File: config.mk
export PLATFORM = sky130hd
export DESIGN_NAME = wts_key_event_scheduler
export DESIGN_NICKNAME = d
export VERILOG_FILES = /design/src/rtl/wts_key_pkg.sv /design/src/rtl/wts_key_event_slot.sv /design/src/rtl/wts_key_event_scheduler.sv
export SDC_FILE = /design/constraint.sdc
export NUM_CORES = 1
export LEC_CHECK = 0
export CAP_MARGIN = 20
export CORE_UTILIZATION = 30
export DETAILED_ROUTE_END_ITERATION = 10
export PLACE_DENSITY = 0.71
export SETUP_SLACK_MARGIN = 0.02
export SLEW_MARGIN = 10
export SYNTH_ARGS = -nofsm -noshare
export SYNTH_HDL_FRONTEND = slang
export SYNTH_SLANG_ARGS = --single-unit
export TNS_END_PERCENT = 100
File: constraint.sdc
create_clock -name clk -period 2.82 [get_ports clk]
set_input_delay 0.282 -clock clk [delete_from_list [all_inputs] [get_ports clk]]
set_output_delay 0.282 -clock clk [all_outputs]
set_load 0.005 [all_outputs]
File: src/rtl/wts_key_pkg.sv
// ---------------------------------------------------------------------------
// wts_key_pkg
// Shared definitions for the key event scheduler:
//   key_code_t      - per-channel pending event code (NONE/ON/RELEASE/OFF)
//   NUM_CH          - number of sound channels served by the scheduler
//   NOP_SLOT        - slot index on which no channel is serviced
//   resolve_request - folds one channel's three request strobes into a code
// ---------------------------------------------------------------------------
package wts_key_pkg;

  localparam int NUM_CH   = 5;
  localparam int NOP_SLOT = 5;

  typedef enum logic [1:0] {
    KEY_NONE    = 2'd0,
    KEY_ON      = 2'd1,
    KEY_RELEASE = 2'd2,
    KEY_OFF     = 2'd3
  } key_code_t;

  // Key-off is the safest action, so it beats key-on, which beats release.
  function automatic key_code_t resolve_request(input logic on_req,
                                                input logic release_req,
                                                input logic off_req);
    key_code_t result;
    result = KEY_NONE;
    if (off_req) begin
      result = KEY_OFF;
    end else if (on_req) begin
      result = KEY_ON;
    end else if (release_req) begin
      result = KEY_RELEASE;
    end
    return result;
  endfunction

endpackage

File: src/rtl/wts_key_event_slot.sv
// ---------------------------------------------------------------------------
// wts_key_event_slot
// Holds the pending key event of one channel until the slot sequencer
// reaches that channel. Optional sticky overrun flag when the
// WTS_KEY_OVERRUN_EN macro is defined.
// Ports:
//   clk, nreset   - clock, asynchronous active-low reset
//   consume       - this edge is the channel's enabled slot edge
//   on_req        - one-cycle key-on request
//   release_req   - one-cycle key-release request
//   off_req       - one-cycle key-off request
//   overrun_clr   - clears the sticky overrun flag
//   code          - registered pending event code
//   overrun       - sticky overrun flag (constant 0 without the macro)
// ---------------------------------------------------------------------------
module wts_key_event_slot
  import wts_key_pkg::*;
(
  input  logic      clk,
  input  logic      nreset,
  input  logic      consume,
  input  logic      on_req,
  input  logic      release_req,
  input  logic      off_req,
  input  logic      overrun_clr,
  output key_code_t code,
  output logic      overrun
);

  key_code_t req_code;
  key_code_t code_next;
  logic      any_req;

  // A fresh request always lands in the register, even on the consuming
  // edge: the old code is what the envelope generator just took, the new
  // one waits for the next visit of this slot.
  always_comb begin
    req_code  = resolve_request(on_req, release_req, off_req);
    any_req   = (req_code != KEY_NONE);
    code_next = code;
    if (any_req) begin
      code_next = req_code;
    end else if (consume) begin
      code_next = KEY_NONE;
    end
  end

  // Pending code register; reset discards anything not yet consumed.
  always_ff @(posedge clk or negedge nreset) begin
    if (!nreset) begin
      code <= KEY_NONE;
    end else begin
      code <= code_next;
    end
  end

`ifdef WTS_KEY_OVERRUN_EN
  logic overrun_set;

  // An overwrite only counts as lost when the old code was not being taken
  // on that same edge.
  assign overrun_set = any_req && (code != KEY_NONE) && !consume;

  // Sticky flag; a set on the same edge as a clear wins.
  always_ff @(posedge clk or negedge nreset) begin
    if (!nreset) begin
      overrun <= 1'b0;
    end else if (overrun_set) begin
      overrun <= 1'b1;
    end else if (overrun_clr) begin
      overrun <= 1'b0;
    end
  end
`else
  logic unused_overrun_clr;

  assign unused_overrun_clr = overrun_clr;
  assign overrun            = 1'b0;
`endif

endmodule

File: src/rtl/wts_key_event_scheduler.sv
// ---------------------------------------------------------------------------
// wts_key_event_scheduler
// Time-slot scheduler that parks key on/release/off requests per channel and
// presents them to the envelope generator while the slot counter points at
// that channel. Slots 0..4 are channels A..E, slot 5 is a no-op slot.
// Optional feature macro: WTS_KEY_OVERRUN_EN (sticky per-channel overrun).
// Ports:
//   clk, nreset          - clock, asynchronous active-low reset
//   enable               - advances the slot counter
//   key_on_req[4:0]      - one-cycle key-on request, bit0=A .. bit4=E
//   key_release_req[4:0] - one-cycle key-release request
//   key_off_req[4:0]     - one-cycle key-off request
//   overrun_clr[4:0]     - sticky overrun clear
//   active[2:0]          - current slot index
//   ch_x_key_*           - pending event level per channel
//   pending[4:0]         - channel has an unconsumed event
//   overrun[4:0]         - sticky overrun flags
// ---------------------------------------------------------------------------
module wts_key_event_scheduler
  import wts_key_pkg::*;
#(
  parameter int NUM_SLOT = 6
) (
  input  logic              clk,
  input  logic              nreset,
  input  logic              enable,
  input  logic [NUM_CH-1:0] key_on_req,
  input  logic [NUM_CH-1:0] key_release_req,
  input  logic [NUM_CH-1:0] key_off_req,
  input  logic [NUM_CH-1:0] overrun_clr,
  output logic [2:0]        active,
  output logic              ch_a_key_on,
  output logic              ch_a_key_release,
  output logic              ch_a_key_off,
  output logic              ch_b_key_on,
  output logic              ch_b_key_release,
  output logic              ch_b_key_off,
  output logic              ch_c_key_on,
  output logic              ch_c_key_release,
  output logic              ch_c_key_off,
  output logic              ch_d_key_on,
  output logic              ch_d_key_release,
  output logic              ch_d_key_off,
  output logic              ch_e_key_on,
  output logic              ch_e_key_release,
  output logic              ch_e_key_off,
  output logic [NUM_CH-1:0] pending,
  output logic [NUM_CH-1:0] overrun
);

  localparam logic [2:0] LAST_SLOT = 3'(NUM_SLOT - 1);

  key_code_t         code [NUM_CH];
  logic [NUM_CH-1:0] consume;

  // Round-robin slot counter; after reset the first enabled edge leaves
  // slot 0.
  always_ff @(posedge clk or negedge nreset) begin
    if (!nreset) begin
      active <= '0;
    end else if (enable) begin
      active <= (active == LAST_SLOT) ? 3'd0 : active + 3'd1;
    end
  end

  // The no-op slot never matches a channel, so nothing is consumed there.
  for (genvar n = 0; n < NUM_CH; n++) begin : g_ch
    assign consume[n] = enable && (active == 3'(n)) && (active != 3'(NOP_SLOT));
    assign pending[n] = (code[n] != KEY_NONE);

    wts_key_event_slot u_slot (
      .clk         (clk),
      .nreset      (nreset),
      .consume     (consume[n]),
      .on_req      (key_on_req[n]),
      .release_req (key_release_req[n]),
      .off_req     (key_off_req[n]),
      .overrun_clr (overrun_clr[n]),
      .code        (code[n]),
      .overrun     (overrun[n])
    );
  end

  // Decoded per-channel levels; a single code guarantees one-hot-or-zero.
  assign ch_a_key_on      = (code[0] == KEY_ON);
  assign ch_a_key_release = (code[0] == KEY_RELEASE);
  assign ch_a_key_off     = (code[0] == KEY_OFF);
  assign ch_b_key_on      = (code[1] == KEY_ON);
  assign ch_b_key_release = (code[1] == KEY_RELEASE);
  assign ch_b_key_off     = (code[1] == KEY_OFF);
  assign ch_c_key_on      = (code[2] == KEY_ON);
  assign ch_c_key_release = (code[2] == KEY_RELEASE);
  assign ch_c_key_off     = (code[2] == KEY_OFF);
  assign ch_d_key_on      = (code[3] == KEY_ON);
  assign ch_d_key_release = (code[3] == KEY_RELEASE);
  assign ch_d_key_off     = (code[3] == KEY_OFF);
  assign ch_e_key_on      = (code[4] == KEY_ON);
  assign ch_e_key_release = (code[4] == KEY_RELEASE);
  assign ch_e_key_off     = (code[4] == KEY_OFF);

endmodule

Word-level counts from Yosys, hierarchy flattened. Index checks and enable logic that the tools add are counted.

Equality and inequality tests: 21. Add/sub/neg operators: 1. Reduce and logical (&&, ||, !) cells: 26. Muxes and demuxes: 26.

Operator list (number): $mux W2 (25); $reduce_bool A2 Y1 (15); $eq A2 B2 Y1 const B (10); $eq A2 B1 Y1 const B (5); $logic_and A1 B1 Y1 (10); $eq A3 B2 Y1 const B (2); $eq A3 B3 Y1 const B (2); $add A3 B1 Y3 const B (1); $eq A3 B1 Y1 const B (1); $logic_not A3 Y1 (1); $mux W3 (1); $ne A3 B3 Y1 const B (1).

Register bits: 13.

Longest topological paths before layout. Gate-level depths: netlist of the first run.

Depth after elaboration: 5. Depth in mapped cells: 4. Depth with buffers taken out: 4.

By module. Synthesis of the first run repeated with hierarchy kept, for this count alone.

Cell total of the unflattened synthesis: 86. Area, all modules: 797.0 um2.

By module, submodules not included: wts_key_event_slot (sequential area each 50.0 um2, cells an instance 9, times used 5, area an instance 91.3 um2); wts_key_event_scheduler (sequential area each 75.1 um2, cells an instance 41, times used 1, area an instance 340.3 um2).

Worst setup path before layout of the first run. Ideal clock, no wire load.

Kind: register to register. Start point: register active[0]. End point: register g_ch[0].u_slot.code[0]. Clock period less this slack: 1.437 ns. Path buffers: 0. Setup slack: 1.383 ns. Required time: 2.694 ns. Stages on the path, launching flop included: 3. Data arrival time: 1.311 ns. Path through: dfrtp_1 -> or4b_1 -> a311o_1.

Longest elaborated chain between the ends: 4.

RTL lines: start: declaration (line wts_key_event_scheduler.sv:31) `output logic [2:0] active,`; start signal: assignment (line wts_key_event_scheduler.sv:62) `active <= (active == LAST_SLOT) ? 3'd0 : active + 3'd1;`; $logic_not A3 Y1 (line wts_key_event_scheduler.sv:68) `assign consume[n] = enable && (active == 3'(n)) && (active != 3'(NOP_SLOT));`; $logic_and A1 B1 Y1 (line wts_key_event_scheduler.sv:68); $logic_and A1 B1 Y1 * (line wts_key_event_scheduler.sv:68); $reduce_bool A2 Y1 (no line) *; end signal: assignment (line wts_key_event_slot.sv:53) `code <= code_next;`; end: declaration (line wts_key_event_slot.sv:26) `output key_code_t code,`.

Every way passes the cells marked *; elsewhere a longest branch is shown, timed or not. A chain may end at the register's enable or synchronous reset.

Worst setup path in the final report of the first run.
Start point: register g_ch[1].u_slot.code[0]. End point: output port pending[1].

Longest elaborated chain between the ends: 1.

RTL lines: start: declaration (line wts_key_event_slot.sv:26); start signal: assignment (line wts_key_event_slot.sv:53); $reduce_bool A2 Y1 (line wts_key_event_scheduler.sv:69) `assign pending[n] = (code[n] != KEY_NONE);`; end: declaration (line wts_key_event_scheduler.sv:47) `output logic [NUM_CH-1:0] pending,`.

No other way between the ends.

==> results of run 1 <==
## logic make-up (layout without fill, tap and decap cells)
group,after synthesis,count (layout),synth area share
fa+ha+maj,1,1,0.0156
simple gates,37,37,0.317
buf+inv,16,54,0.103
xor+xnor,1,1,0.0109
compound gates,12,12,0.144
flops,13,13,0.406
other cells,1,5,0.00468
## report_power, final
part	internal (mW)	switching [mW]	total (mW)
Combinational	0.174	0.0790	0.253
Clock	0.0546	0.0535	0.108
Sequential	0.220	0.0538	0.273
Total	0.449	0.186	0.635
## per-layer routing
layer	global-route usage	wire (µm)
met1	0.144	717
met2	0.171	786
met3	0.00847	70
met4	0.0658	18
met5	0	0
## worst reg2reg max path, stage by stage, from the launching register on
cell,delay [ns]
dfrtp_1,0.48
or4b_1,0.58
a311o_1,0.37
## area by class of cell
type / instances / area share
repair buffers: 40 / 0.324
clock buffers: 4 / 0.0213
well taps: 30 / 0.0304
flip-flops and latches: 13 / 0.263
multi-input cells: 56 / 0.331
inverters: 10 / 0.0304
## stage by stage
step                 util  power, mW  instance area, µm²  hold slack, ns
floorplan               -      0.387                 817         -0.0136
global route        0.494      0.672                1240           0.410
global placement    0.484      0.522                1210           0.556
detailed placement  0.484      0.530                1210           0.572
finish              0.494      0.635                1240           0.373
CTS                 0.494      0.645                1240           0.381
## flip-flops by register name (all words and copies together), names as in the netlist
signal            cells
active                3
g_ch.u_slot.code     10
## cells in the mapped netlist
cell type   n  share of area
nand4bb_1   3          0.042
xor2_1      1          0.011
and2_2      1         0.0094
ha_1        1          0.016
or2_2       5          0.039
conb_1      1         0.0047
nor3_1      1         0.0062
a221oi_1    1          0.011
a221o_1     4          0.050
nor2b_1    15           0.12
nand2_1     1         0.0047
inv_1      10          0.047
o2bb2ai_1   1          0.011
nor2_1      1         0.0047
a21bo_2     1          0.012
a311o_1     4          0.050
or4b_1      1          0.012
buf_4       6          0.056
dfrtp_1    13           0.41
nand2b_1    1         0.0078
a22oi_1     1         0.0094
nand3b_1    1         0.0094
nor4bb_1    2          0.025
and2_1      5          0.039
## final timing paths
| path | start | to | slack (ns) | depth (start not counted) |
|---|---|---|---|---|
| setup reg to reg | active[0]$_DFFE_PN0P_ | g_ch[0].u_slot.code[0]$_DFFE_PN0P_ | 1.28 | 2 |
| hold reg to reg | g_ch[4].u_slot.code[0]$_DFFE_PN0P_ | g_ch[4].u_slot.code[0]$_DFFE_PN0P_ | 0.58 | 1 |
| setup / recovery | g_ch[1].u_slot.code[0]$_DFFE_PN0P_ | pending[1] | 1.12 | 2 |
| max in group asynchronous | nreset | active[2]$_DFFE_PN0P_ | 2.09 | 1 |
| min in group clk | g_ch[4].u_slot.code[0]$_DFFE_PN0P_ | g_ch[4].u_slot.code[0]$_DFFE_PN0P_ | 0.58 | 1 |
| hold / removal | nreset | g_ch[4].u_slot.code[1]$_DFFE_PN0P_ | 0.37 | 1 |
==> results.txt, run 1 <==
The sequential cells in the finished layout cover a total of 325 µm². The clock arrives with 0.000500 ns of skew. The count of distinct cell types in the synthesized netlist came out at 24. Dividing total power by cell area gives a power density of 514 nW/µm². Once detail routing completed, the nets flagged for antenna violations numbered 0.

The violation count after the first detailed-routing iteration is 3. Traced cell by cell, the critical path runs through or2_2, clkdlybuf4s50_1. The number of global-route vias before repair is 530.

The count of final hold-check violations came out at 0. The cell count after synthesis is 81. Summing over every cut layer, the via total after detailed routing is 693. For this design, the slowest cell found on the critical path is clkdlybuf4s50_1.

The number of setup violations in the final report came out at 0. The slew of the pin with the lowest slew margin came out at 0.551 ns. The count of input and output buffers is 40. The worst-case setup margin in the final layout came out at 1.12 ns. Yosys printed 0 warnings. The number of clock sinks is 13. The number of pins exceeding their max-slew limit in the final report came out at 0.

The cell area after synthesis is 802 µm². Leaving out fill and tap cells, the most frequent cell in the layout is clkdlybuf4s50_1. The flip-flop and latch count after synthesis is 13. After clock tree synthesis, the flow added hold-fix buffers numbering 0. The final net count came out at 148. Setup repair after global routing left no endpoint under its margin. The data arrival time of the critical path is 1.42 ns. The placeable core region is 2500 µm². The last weighted congestion value of the routability-driven placer is 0.675. Headroom to the max-slew limit came out at 0.631. The total length of routed wires is 1.59 mm. The global-route total usage across every layer is 0.109.

Subtracting the final worst setup slack from the clock period gives 1.70 ns. In the final layout, the share of cells above drive strength 1 is 0.0813. TritonCTS built the clock tree. The width of the chip came out at 53.7 µm. The HPWL after detailed placement came out at 1.32 mm. Static timing analysis puts the maximum clock frequency at 588 MHz. After clock tree synthesis, the clock-pin slew on the worst setup and hold paths is 0.07 ns. The pre-antenna-repair detailed-routing pass consisted of 2 iterations.

The flow ran to the end, and the final reports show no timing, DRC or antenna violations. The multi-input combinational cells in the finished layout cover a total of 409 µm². The total global routing overflow is 0.

At the placement stage, the worst setup path has a slack of 0.869 ns. The TritonCTS buffer count came out at 3. The worst-case IR drop observed on VDD is 0.410 mV. The clock tree root driver cell is clkbuf_4.

A synthesized cell averages 9.90 µm². The first global-routing pass estimated 2.27 mm of wire. The number of buffers and inverters on the critical path is 1. The pin count of the biggest net entering global routing came out at 14. 0 antenna diodes ended up in the layout.

The post-cts gate resize count is 0. The die is 53.7 µm tall. The synthesis-to-layout area growth came out at 54.1%. The final-layout fill cell count came out at 232. The post-CTS setup repair buffer count came out at 0.

The number of maximum-capacitance constraint violations is 0. The detailed-route DRC error count came out at 0. The top-level I/O count is 51.

The die outline area came out at 2880 µm². The kind of cell adding the most delay to the critical path is buffers and inverters. In the final routed layout, each cell accounts on average for 10.4 µm.

The kind of capture point of the worst setup path is a primary output. The initial antenna violation count came out at 0. STA classifies the critical path startpoint as a flip-flop. The highest net fanout along the worst path is 5. The number of rows created at floorplan came out at 18. Including well taps, the total number of placed cells is 149. For this design the static power due to leakage is 0.488 nW. The type of the worst setup path is reg -> out. Leaving out fill and tap cells, the most frequent cells in the layout are 40 x clkdlybuf4s50_1, 15 x nor2b_1, 13 x dfrtp_1. The starting utilization of the core area is 0.321. At the worst endpoint, the required time is 2.54 ns. In this run the worst hold path is classified as in -> async. The routed via count divided by cell count is 4.53. The number of buffers on the longest clock path is 2. The clock reaches the later pin of the worst-skew pair after 0.26 ns.

The final critical-path share of the clock period came out at 0.603. The count of H-tree levels built during CTS came out at 1. Setup total negative slack on the finished layout was measured at 0 ns. The largest stage delay on the critical path is 0.44 ns.

The count of placed standard cells in the final layout, fillers left out came out at 153. For this run, the register share of the synthesized area comes to 0.406.
Note: power is estimated with default switching activity, not from simulation.
==> run 2, diff against run 1 <==
==> constraint.sdc (replaced) <==
create_clock -name clk -period 1.6 [get_ports clk]
set_input_delay 0.16 -clock clk [delete_from_list [all_inputs] [get_ports clk]]
set_output_delay 0.16 -clock clk [all_outputs]
set_load 0.005 [all_outputs]
==> run 2 against run 1 <==
Compared with the run above: setup slack worse by 1.0 ns; critical path type unchanged; flip-flop and latch count is the same; largest power group is now combinational cells; largest cell class is now non-clock buffers; critical endpoint is now ch_b_key_off; routed wire length up 12%.
==> results.txt, run 2 (synthesis gave the netlist of run 1 again) <==
The run finished with clean final reports. The number of setup violations in the final report came out at 0. The insertion delay to the later sink of the worst-skew pair came out at 0.27 ns. The clock-pin transition on the worst setup and hold timing paths came out at 0.08 ns. The number of buffers on the longest clock path is 2. The width of the chip is 53.7 µm.

The achievable clock frequency came out at 663 MHz. The largest registers in the layout are g_ch.u_slot.code: 10 flops, active: 3 flops. The path class of the tightest hold or removal check is in -> async.

The top-level I/O count is 51. The final critical-path share of the clock period is 0.943. Setup total negative slack on the finished layout was measured at 0 ns. The initial antenna violation count was 0. After detailed routing, the total wire length is 1.78 mm. The residual antenna-violating net count after detailed routing came out at 0.

The number of global-route vias before repair is 609. The clock drives 13 sinks. Across the run, the number of max-cap violations was 0.

The clock skew is 0.00171 ns. The net switching component of the power is 0.349 mW. In the global route stage, overall resource usage came out at 0.126.

The switching part of the total is 0.291. The fraction of power consumed by sequential logic came out at 0.352. The count of final hold-check violations came to 0. The overall via count from detail_route came out at 738. The number of flip-flops under the largest register name is 10.

In this run the power density over the cells is 905 nW/µm². Leaving out fill and tap cells, the most frequent cells in the layout are 32 x clkdlybuf4s50_1, 15 x nor2b_1, 13 x dfrtp_1. The sum of internal, switching and leakage power came out at 1.20 mW. CTS built an H-tree with a depth of 1. VDD sags by at most 0.563 mV. The first global-routing pass estimated 2.64 mm of wire. The repair_antennas step left the layout with diodes totalling 0.

The final-layout worst hold slack is 0.247 ns. The total global routing overflow came out at 0. The initial utilization of the core area, before any placement, comes to 0.321. The total iterations of the first detailed-routing run came out at 4. The synthesis-to-layout area growth is 65.1%. At the worst endpoint, the required time is 1.44 ns.

In the final layout, the share of cells above drive strength 1 is 0.150. The number of hold-repair buffers added at the cts stage came out at 0. The root buffer cell chosen for the clock tree is clkbuf_4. The area of all placed cells without fillers came out at 1320 µm².

At the pin with the least slew margin, the transition time is 0.563 ns. The final net count came out at 158. The highest net fanout along the worst path is 4.

The count of input and output buffers came out at 40. The minimum period implied by the final worst setup slack is 1.51 ns. The library cell used most frequently in the layout, excluding fill and tap cells, is clkdlybuf4s50_1. The number of rows created at floorplan came out at 18. The pin count of the biggest net entering global routing came out at 14. Setup repair after global routing left no endpoint under its margin.

STA classifies the critical path endpoint as a primary output. The routed via count divided by cell count came out at 4.53. Clock tree synthesis inserted a total of 3 buffers. The type of the worst setup path is reg -> out. The share of power burned in combinational logic is 0.482. Once placement finished, the instance area stood at 1240 µm². In this run the vertical extent of the chip is 53.7 µm.

The total internal power came out at 0.849 mW. The die outline area is 2880 µm². The HPWL after detailed placement is 1.37 mm. The placeable core region came out at 2500 µm². The part of the power in the clock network came out at 0.166. The TritonCTS clock tree is yes. After detailed routing, the average wire length per cell comes to 10.9 µm. Ranked by flip-flop count, first place goes to g_ch.u_slot.code.

At the worst endpoint, the arrival time is 1.35 ns. The last weighted congestion value of the routability-driven placer is 0.731. At the end of the flow the core is filled with cells to 0.530. Measured against its own limit, the worst slew margin works out to 0.624. The number of pins exceeding their max-slew limit in the final report is 0. STA classifies the critical path startpoint as a flip-flop. The detailed-route DRC error count is 0. The static leakage is 0.570 nW. The detailed router finished its first iteration with 8 violations.
==> run 2: worst paths after layout <==
check | start | endpoint | slack (ns) | depth (start not counted)
hold reg to reg | active[0]$_DFFE_PN0P_ | active[0]$_DFFE_PN0P_ | 0.60 | 2
setup / recovery | g_ch[1].u_slot.code[0]$_DFFE_PN0P_ | ch_b_key_off | 0.09 | 3
max in group asynchronous | nreset | g_ch[3].u_slot.code[1]$_DFFE_PN0P_ | 0.98 | 1
min in group clk | key_off_req[0] | g_ch[0].u_slot.code[1]$_DFFE_PN0P_ | 0.51 | 2
hold / removal | nreset | g_ch[4].u_slot.code[1]$_DFFE_PN0P_ | 0.25 | 1
setup reg to reg | active[0]$_DFFE_PN0P_ | g_ch[3].u_slot.code[1]$_DFFE_PN0P_ | 0.19 | 5
==> run 2: layer usage <==
layer	global-route usage	vias to the layer above	share of wire
met5	0	-	0
met4	0.0526	0	0
met3	0.0169	0	0.039
met2	0.202	21	0.50
met1	0.168	339	0.46
li1	-	378	-
==> run 2: worst max-delay path: stages, from the launching register on <==
cell and delay (ns):
dfrtp_1 0.38, buf_4 0.14, and2_1 0.12, clkdlybuf4s50_1 0.43
==> run 2: power by group through the flow <==
| stage | Clock [mW] | Combinational [mW] | Sequential [mW] |
|---|---|---|---|
| floorplan | 0 | 0.219 | 0.463 |
| global placement | 0 | 0.544 | 0.430 |
| detailed placement | 0 | 0.563 | 0.431 |
| CTS | 0.207 | 0.583 | 0.422 |
| global route | 0.222 | 0.629 | 0.433 |
| finish | 0.199 | 0.577 | 0.422 |
==> run 2: area by class of cell <==
class	count	area [µm²]
clock buffers	4	26.3
fillers	227	1180
inverters	10	37.5
multi-input cells	56	409
flip-flops and latches	13	325
well taps	30	37.5
repair buffers	50	488
==> run 2: what timing repair did <==
item / in CTS / in global routing
buffers inserted: 5 / 1
setup endpoints to repair: 5 / 6
gates cloned: 0 / 0
resized for setup: 2 / 6
endpoints found under the hold margin: 0 / 0
==> run 2: per-stage QoR <==
stage	setup slack, ns	instances
6_report	0.0917	163
3_3_place_gp	0.00162	153
3_5_place_dp	-0.0194	153
2_1_floorplan	0.163	85
5_1_grt	0.0279	163
4_1_cts	0.00829	162
